<file path="src/rtl/dcache_controller.sv">
// Direct-mapped, write-back, write-allocate data cache controller.
// Eight 4-byte blocks sit between the CPU load/store path and data memory.
// Hits are served with no stall. A miss writes back a dirty victim, fetches
// the block, installs it and then retries the access in IDLE.
// Optional feature macro: CACHE_STATS_EN adds saturating hit/miss counters.
module dcache_controller #(
  parameter int ADDR_WIDTH = 8,
  parameter int INDEX_BITS = 3
) (
  input  logic                  clk,
  input  logic                  reset,
  input  logic                  read,
  input  logic                  write,
  input  logic [ADDR_WIDTH-1:0] address,
  input  logic [7:0]            writedata,
  output logic [7:0]            readdata,
  output logic                  busywait,
  output logic                  mem_read,
  output logic                  mem_write,
  output logic [ADDR_WIDTH-3:0] mem_address,
  output logic [31:0]           mem_writedata,
  input  logic [31:0]           mem_readdata,
  input  logic                  mem_busywait
`ifdef CACHE_STATS_EN
  ,
  output logic [15:0]           hit_count,
  output logic [15:0]           miss_count
`endif
);

  localparam int TAG_BITS   = ADDR_WIDTH - INDEX_BITS - 2;
  localparam int NUM_BLOCKS = 1 << INDEX_BITS;

  typedef enum logic [1:0] {
    IDLE   = 2'd0,
    WB     = 2'd1,
    FETCH  = 2'd2,
    UPDATE = 2'd3
  } state_t;

  state_t state_reg, state_next;

  // Cache storage. Data and tags need no reset: a cleared valid bit hides them.
  logic [31:0]           data_reg  [NUM_BLOCKS];
  logic [TAG_BITS-1:0]   tag_reg   [NUM_BLOCKS];
  logic [NUM_BLOCKS-1:0] valid_reg;
  logic [NUM_BLOCKS-1:0] dirty_reg;

  // The fetched block is captured on the edge that completes the transfer. As a
  // result, memory does not have to hold its read data into the UPDATE cycle.
  logic [31:0] fill_reg;

  logic [TAG_BITS-1:0]   addr_tag;
  logic [INDEX_BITS-1:0] addr_index;
  logic [1:0]            addr_offset;
  logic [31:0]           cur_block;
  logic [7:0]            block_bytes [4];
  logic                  hit;
  logic                  req;
  logic                  in_idle;
  logic                  wr_hit;
  logic                  busy_int;

  assign addr_tag    = address[ADDR_WIDTH-1 -: TAG_BITS];
  assign addr_index  = address[2 +: INDEX_BITS];
  assign addr_offset = address[1:0];
  assign cur_block   = data_reg[addr_index];
  assign hit         = valid_reg[addr_index] && (tag_reg[addr_index] == addr_tag);
  assign req         = read | write;
  assign in_idle     = (state_reg == IDLE);
  // A combined READ and WRITE request is handled as a store.
  assign wr_hit      = reset && in_idle && write && hit;

  // Split the addressed block into byte lanes for the load mux.
  for (genvar gi = 0; gi < 4; gi++) begin : g_lane
    assign block_bytes[gi] = cur_block[8*gi +: 8];
  end

  // Load data is only presented for a read hit. Otherwise it is held at zero.
  assign readdata = (reset && in_idle && read && !write && hit) ?
                    block_bytes[addr_offset] : 8'h00;

  // CPU stall is forced low while reset is asserted, even with a request pending.
  assign busywait = reset && busy_int;

  // State register. Reset abandons any memory transfer that is in flight.
  always_ff @(posedge clk) begin
    if (!reset) begin
      state_reg <= IDLE;
    end else begin
      state_reg <= state_next;
    end
  end

  // Next-state logic and the memory-side request outputs.
  always_comb begin
    state_next    = state_reg;
    busy_int      = 1'b0;
    mem_read      = 1'b0;
    mem_write     = 1'b0;
    mem_address   = '0;
    mem_writedata = 32'h0;
    case (state_reg)
      IDLE: begin
        if (req && !hit) begin
          busy_int   = 1'b1;
          state_next = dirty_reg[addr_index] ? WB : FETCH;
        end
      end
      WB: begin
        busy_int      = 1'b1;
        mem_write     = 1'b1;
        mem_address   = {tag_reg[addr_index], addr_index};
        mem_writedata = cur_block;
        if (!mem_busywait) begin
          state_next = FETCH;
        end
      end
      FETCH: begin
        busy_int    = 1'b1;
        mem_read    = 1'b1;
        mem_address = {addr_tag, addr_index};
        if (!mem_busywait) begin
          state_next = UPDATE;
        end
      end
      UPDATE: begin
        busy_int   = 1'b1;
        state_next = IDLE;
      end
      default: begin
        state_next = IDLE;
      end
    endcase
  end

  // Capture the fetched block when the memory read completes.
  always_ff @(posedge clk) begin
    if (!reset) begin
      fill_reg <= 32'h0;
    end else if (state_reg == FETCH && !mem_busywait) begin
      fill_reg <= mem_readdata;
    end
  end

  // Cache array writes. UPDATE installs a clean block, and a write hit dirties one byte.
  always_ff @(posedge clk) begin
    if (!reset) begin
      valid_reg <= '0;
      dirty_reg <= '0;
    end else if (state_reg == UPDATE) begin
      data_reg[addr_index]  <= fill_reg;
      tag_reg[addr_index]   <= addr_tag;
      valid_reg[addr_index] <= 1'b1;
      dirty_reg[addr_index] <= 1'b0;
    end else if (wr_hit) begin
      data_reg[addr_index][{addr_offset, 3'b000} +: 8] <= writedata;
      dirty_reg[addr_index] <= 1'b1;
    end
  end

`ifdef CACHE_STATS_EN
  logic hit_evt;
  logic miss_evt;
  logic [15:0] hit_count_reg;
  logic [15:0] miss_count_reg;

  // Every IDLE cycle that holds a request is either a completed hit or a miss start.
  assign hit_evt  = in_idle && req && hit;
  assign miss_evt = in_idle && req && !hit;

  // Saturating access counters.
  always_ff @(posedge clk) begin
    if (!reset) begin
      hit_count_reg  <= 16'h0;
      miss_count_reg <= 16'h0;
    end else begin
      if (hit_evt && hit_count_reg != 16'hFFFF) begin
        hit_count_reg <= hit_count_reg + 16'd1;
      end
      if (miss_evt && miss_count_reg != 16'hFFFF) begin
        miss_count_reg <= miss_count_reg + 16'd1;
      end
    end
  end

  assign hit_count  = hit_count_reg;
  assign miss_count = miss_count_reg;
`endif

endmodule

</file>
<file path="config.mk">
export PLATFORM = sky130hd
export DESIGN_NAME = dcache_controller
export DESIGN_NICKNAME = d
export VERILOG_FILES = /design/src/rtl/dcache_controller.sv
export SDC_FILE = /design/constraint.sdc
export NUM_CORES = 1
export LEC_CHECK = 0
export ABC_CLOCK_PERIOD_IN_PS = 3000
export CAP_MARGIN = 20
export CORE_ASPECT_RATIO = 0.9
export CORE_MARGIN = 8
export CORE_UTILIZATION = 50
export CTS_BUF_LIST = sky130_fd_sc_hd__clkbuf_8 sky130_fd_sc_hd__clkbuf_16
export CTS_CLUSTER_DIAMETER = 200
export DETAILED_ROUTE_END_ITERATION = 8
export GPL_ROUTABILITY_DRIVEN = 0
export PLACE_DENSITY = 0.7
export REMOVE_ABC_BUFFERS = 1
export SLEW_MARGIN = 25
export SYNTH_ARGS = -nofsm -noshare
export SYNTH_HDL_FRONTEND = slang
export SYNTH_SLANG_ARGS = --single-unit
</file>
<file path="constraint.sdc">
create_clock -name clk -period 3 [get_ports clk]
set_input_delay 0.6 -clock clk [delete_from_list [all_inputs] [get_ports clk]]
set_output_delay 0.6 -clock clk [all_outputs]
set_load 0.02 [all_outputs]
</file>
==> out/qor.yml, run 1 <==
dp_slack_ns: -1.048
power_w: 0.01140
core_area_mm2: 0.02857
fillers: 1923
initial_core_util: 0.5027
dpl.cell_count: 1643
p_leak_nw: 7.336
io_pins: 102
cts_made_buffers: 35
die_x_um: 194.6
criticalPathCategory: "in -> out"
avgSynthCellArea_um2: 14.23
cts_tree: "yes"
power_density_mw_per_mm2: 585.8
crit_top_cell: "buf_4"
ys_seq_elements: 330
min_period_over_period: 1.104
crit_chain: "buf_16, buf_4, and2b_1, buf_12, nand2_1, o21ai_0, a221oi_2, mux4_2, nor4_4, buf_4"
rows: 59
ys_warn_count: 0
root_buffer: "clkbuf_16"
yosys_most_used_dff: "edfxtp_1"
drc: 0
finalWirelength_um: 44730
wl_per_cell_um: 25.65
nets: 1416
min_period_ns: 3.311
grt_pass1_vias: 10386
synthCells: 1009
antenna_found_initial: 1
first_pass_iters: 5
grtUsageTotal: 0.2513
synth_edf_count: 280
area_delta_synth_final_pct: 35.51
clk_pin_slew_worst_paths_ns: 0.06
grt_max_degree: 41
fin_ws_ns: -0.3110
die_height_um: 176.8
clock_latency_ns: 0.51
crit_path_top_delay_cell: "mux4_2"
required_ns: 2.40
hold_ws_ns: 0.4462
largest_reg_flops: 256
critPathLaunchType: "input port"
io_buffers: 101
place_hpwl_um: 30170
ant_nets: 0
finalSetupViolCount: 11
instances_no_fill: 1744
diodes: 0
worst_slew_pin_slew_ns: 0.8076
async_flop_share: 0
cp_slowest_stage_delay_ns: 0.57
violations: "setup timing"
cp-end-kind: "output port"
ir_drop_uv: 368.2
seq_area_frac_synth: 0.6552
viasPerCell: 6.037
grt_pass1_wl_um: 64820
die-area_mm2: 0.03441
skew_ns: 0.01571
reg2reg_slack_ns: 0.18
hold_class: "reg -> reg"
drt_iter0_drc: 1361
fmax_mhz: 302.0
cts-htree-levels: 2
vias: 10528
worstPathArrival_ns: 2.71
yosysUniqueCellTypes: 64
synth_area_mm2: 0.01436
clockBufferDepth: 3
hold_viol: 0
slew_viol_final: 0
grt-ovfl-total: 0
grt_setup_unrepaired: "yes"
worstPathMaxFanout: 6
cts.sinks: 330
outcome: "finished, violations left"
maxCapViolCount: 0
layout-drive-gt1-share: 0.3462
max-slew-margin-rel: 0.4462
final_util: 0.6812
repair_timing:
item,in CTS,in global routing
setup buffers,26,7
gates resized for setup,201,54
pin swaps,21,10
setup endpoints to repair,44,65
hold buffers,0,0
cloned,5,1
metal layers:
| layer | part of all wire | GRT usage | up-vias | wire length [um] |
|---|---|---|---|---|
| met5 | 0 | 0 | - | 0 |
| met1 | 0.38 | 0.3312 | 5074 | 16860 |
| met2 | 0.44 | 0.3857 | 749 | 19880 |
| met3 | 0.12 | 0.06044 | 167 | 5434 |
| met4 | 0.057 | 0.1300 | 0 | 2550 |
| li1 | - | - | 4538 | - |
per-stage QoR:
stage	area, um2	setup TNS (ns)
2_1_floorplan	13950	-1.716
3_3_place_gp	17260	-86.95
3_5_place_dp	17260	-119.31
4_1_cts	19170	-1.319
5_1_grt	19460	-2.083
6_report	19460	-1.765
report_power, final:
group,switching (W),internal (W)
clock network,0.00170,0.00234
logic,0.00125,0.000907
registers,0.0000488,0.00515
layout make-up:
cell class | count | area, um2 | share of cell area
sequential | 330 | 9409 | 0.4835
multi-input combinational | 573 | 4982 | 0.2560
timing repair buffer | 368 | 3369 | 0.1731
clock buffer | 37 | 903.4 | 0.04642
tap | 366 | 457.9 | 0.02353
inverter | 45 | 175.2 | 0.009001
clock inverter | 25 | 163.9 | 0.008422
worst max-delay path, delay by kind of cell:
family | cells | cell delay, ns
compound gates | 2 | 0.22
mux | 1 | 0.57
simple gates | 3 | 0.63
buf+inv | 4 | 0.66
cells by family after synthesis:
family / count (synthesis) / share of synthesized area
compound gates: 193 / 0.09322
mux: 125 / 0.1205
simple gates: 245 / 0.08224
fa+ha+maj: 10 / 0.008712
flops: 330 / 0.6552
buf+inv: 106 / 0.04016
synth_stat cells, drive strengths merged, types with 6 or more instances:
master	n	area, um2
edfxtp	280	8408
nand2	141	536.8
mux2i	69	690.7
a21oi	68	340.3
dfxtp	50	1001
inv	45	168.9
buf	35	310.3
mux4	35	795.8
a221oi	32	280.3
clkbuf	26	97.59
nor2	24	95.09
mux2	21	244.0
nor2b	21	131.4
and2	17	110.1
o22ai	15	93.84
a22oi	13	97.59
o21ai	11	55.05
ha	10	125.1
o211ai	10	75.07
a21o	9	67.56
and3	9	56.30
a22o	8	70.07
o41ai	8	70.07
nand3	6	42.54
worst paths after layout:
path                           to          start  depth (start not counted)
hold reg to reg      valid_reg[7]   valid_reg[7]                          1
setup reg to reg  data_reg[7][22]  tag_reg[7][2]                          7
setup / recovery      readdata[2]     address[2]                         10
hold / removal       valid_reg[7]   valid_reg[7]                          1
layout by cell type (no fill, tap or decap), drive strengths merged, types with 17 or more instances in the layout:
cell / n
a221oi: 32
and2: 17
edfxtp: 280
mux4: 35
clkdlybuf4s50: 52
mux2: 21
a21oi: 68
inv: 57
mux2i: 69
nor2: 24
nor2b: 21
dfxtp: 50
dlygate4sd2: 22
clkbuf: 42
nand2: 141
buf: 280
(Power assumes the default switching activity.)
==> run 2: changes to the inputs <==
--- a/config.mk
+++ b/config.mk
@@ -10,10 +10,9 @@
 export CORE_ASPECT_RATIO = 0.9
 export CORE_MARGIN = 8
 export CORE_UTILIZATION = 50
-export CTS_BUF_LIST = sky130_fd_sc_hd__clkbuf_8 sky130_fd_sc_hd__clkbuf_16
+export CTS_BUF_LIST = sky130_fd_sc_hd__clkbuf_4 sky130_fd_sc_hd__clkbuf_8
 export CTS_CLUSTER_DIAMETER = 200
 export DETAILED_ROUTE_END_ITERATION = 8
-export GPL_ROUTABILITY_DRIVEN = 0
 export PLACE_DENSITY = 0.7
 export REMOVE_ABC_BUFFERS = 1
 export SLEW_MARGIN = 25
==> run 2 against run 1 <==
Effect of this change: the flow still finishes with violations (setup timing); sequential share of layout area fell by 0.43 points; combinational power up 2%; hold slack better by 0.0083 ns; sequential cell count unchanged; die area stayed put; utilization up 0.61 points; critical endpoint is now readdata[1]; largest cell class unchanged; largest power group unchanged; highest routed layer unchanged.
==> out/qor.yml, run 2 (same netlist as run 1, synthesis figures left out) <==
outcome: "finished, violations left"
violations: "setup timing"
fin_ws_ns: -0.2228
power_density_mw_per_mm2: 576.0
die_x_um: 194.6
drc: 0
skew_ns: 0.01890
fillers: 1917
antenna_found_initial: 1
hold_viol: 0
first_pass_iters: 6
ir_drop_uv: 347.5
vias: 10612
grtUsageTotal: 0.2574
grt_setup_unrepaired: "yes"
grt_max_degree: 41
hold_ws_ns: 0.4545
cts_tree: "yes"
grt_pass1_vias: 10516
die_height_um: 176.8
clock_latency_ns: 0.59
clk_pin_slew_worst_paths_ns: 0.06
groute.layer.met2.usage: 0.3927
worst_slew_pin_slew_ns: 0.7967
tns_ns: -1.320
cp-end-kind: "output port"
area_delta_synth_final_pct: 36.73
fin_area_mm2: 0.01964
required_ns: 2.40
place_congestion: 0.9801
cts_made_buffers: 52
ant_nets: 0
min_period_over_period: 1.074
io_buffers: 101
global_route.peak_usage_layer: "met2"
multi_input_comb_area_mm2: 0.004982
drt_iter0_drc: 1226
dpl-instance-area_mm2: 0.01726
min_period_ns: 3.223
fmax_mhz: 310.3
place_hpwl_um: 30170
worstPathMaxFanout: 10
regArea_mm2: 0.009409
die-area_mm2: 0.03441
slew_viol_final: 0
viasPerCell: 5.955
cts-htree-levels: 2
clockBufferDepth: 3
cts_hold_buf: 0
root_buffer: "clkbuf_8"
core_area_mm2: 0.02857
rows: 59
grt-ovfl-total: 0
criticalPathCategory: "in -> out"
cts.sinks: 330
worstPathArrival_ns: 2.62
wl_per_cell_um: 25.43
grt_pass1_wl_um: 66190
finalWirelength_um: 45310
layout-drive-gt1-share: 0.3701
p_leak_nw: 7.399
layout_common_cells: "edfxtp_1 (280), buf_4 (232), nand2_1 (135), a21oi_1 (67), clkbuf_8 (63)"
largest_reg_flops: 256
final_util: 0.6873
critPathLaunchType: "input port"
mostFrequentLayoutCell: "edfxtp_1"
hold_class: "reg -> reg"
use_met1: 0.3400
grt_use_met3: 0.06843
max-slew-margin-rel: 0.4537
diodes: 0
nets: 1439
initial_core_util: 0.5027
finalSetupViolCount: 8
io_pins: 102
maxCapViolCount: 0
## run 2: power breakdown
group,switching [W],internal (W)
Sequential,0.0000482,0.00515
Combinational,0.00127,0.000932
Clock,0.00174,0.00217
Total,0.00306,0.00825
## run 2: final cells by class
type	instances	share of cell area
flip-flops and latches	330	0.4792
well taps	366	0.02332
inverters	45	0.008921
multi-input cells	573	0.2537
clock inverters	23	0.008092
clock buffers	71	0.04722
repair buffers	374	0.1796
## run 2: stage by stage
stage               cells  total power (W)  setup slack [ns]
finish               1782          0.01131           -0.2228
global route         1782          0.01169           -0.2652
CTS                  1777          0.01127           -0.1898
detailed placement   1643         0.007270            -1.048
global placement     1643         0.007239            -1.060
floorplan             948         0.006185           -0.3576
## run 2: worst paths after layout
kind | startpoint | to | slack (ns) | cells after the start
max reg2reg | tag_reg[5][2] | data_reg[7][22] | 0.16 | 7
min reg2reg | fill_reg[21] | fill_reg[21] | 0.45 | 2
min | fill_reg[21] | fill_reg[21] | 0.45 | 2
max | address[2] | readdata[1] | -0.22 | 10
## run 2: per-layer routing
metal / vias up / part of all wire
li1: 4590 / -
met1: 5112 / 0.38
met2: 747 / 0.45
met3: 163 / 0.12
met4: 0 / 0.049
met5: - / 0
## run 2: repair_timing
item | 4_1_cts | 5_1_grt
gates cloned | 9 | 0
pin swaps | 29 | 16
buffers inserted | 32 | 9
endpoints found under the setup margin | 44 | 36
gates resized for setup | 240 | 44
hold endpoints to repair | 0 | 0
## run 2: critical path: stages
cell and delay, ns:
buf_16 0.14, buf_12 0.15, and2b_4 0.18, buf_6 0.12
buf_4 0.13, a221oi_4 0.31, o22ai_2 0.16, mux4_2 0.49
nor4b_4 0.16, buf_4 0.16
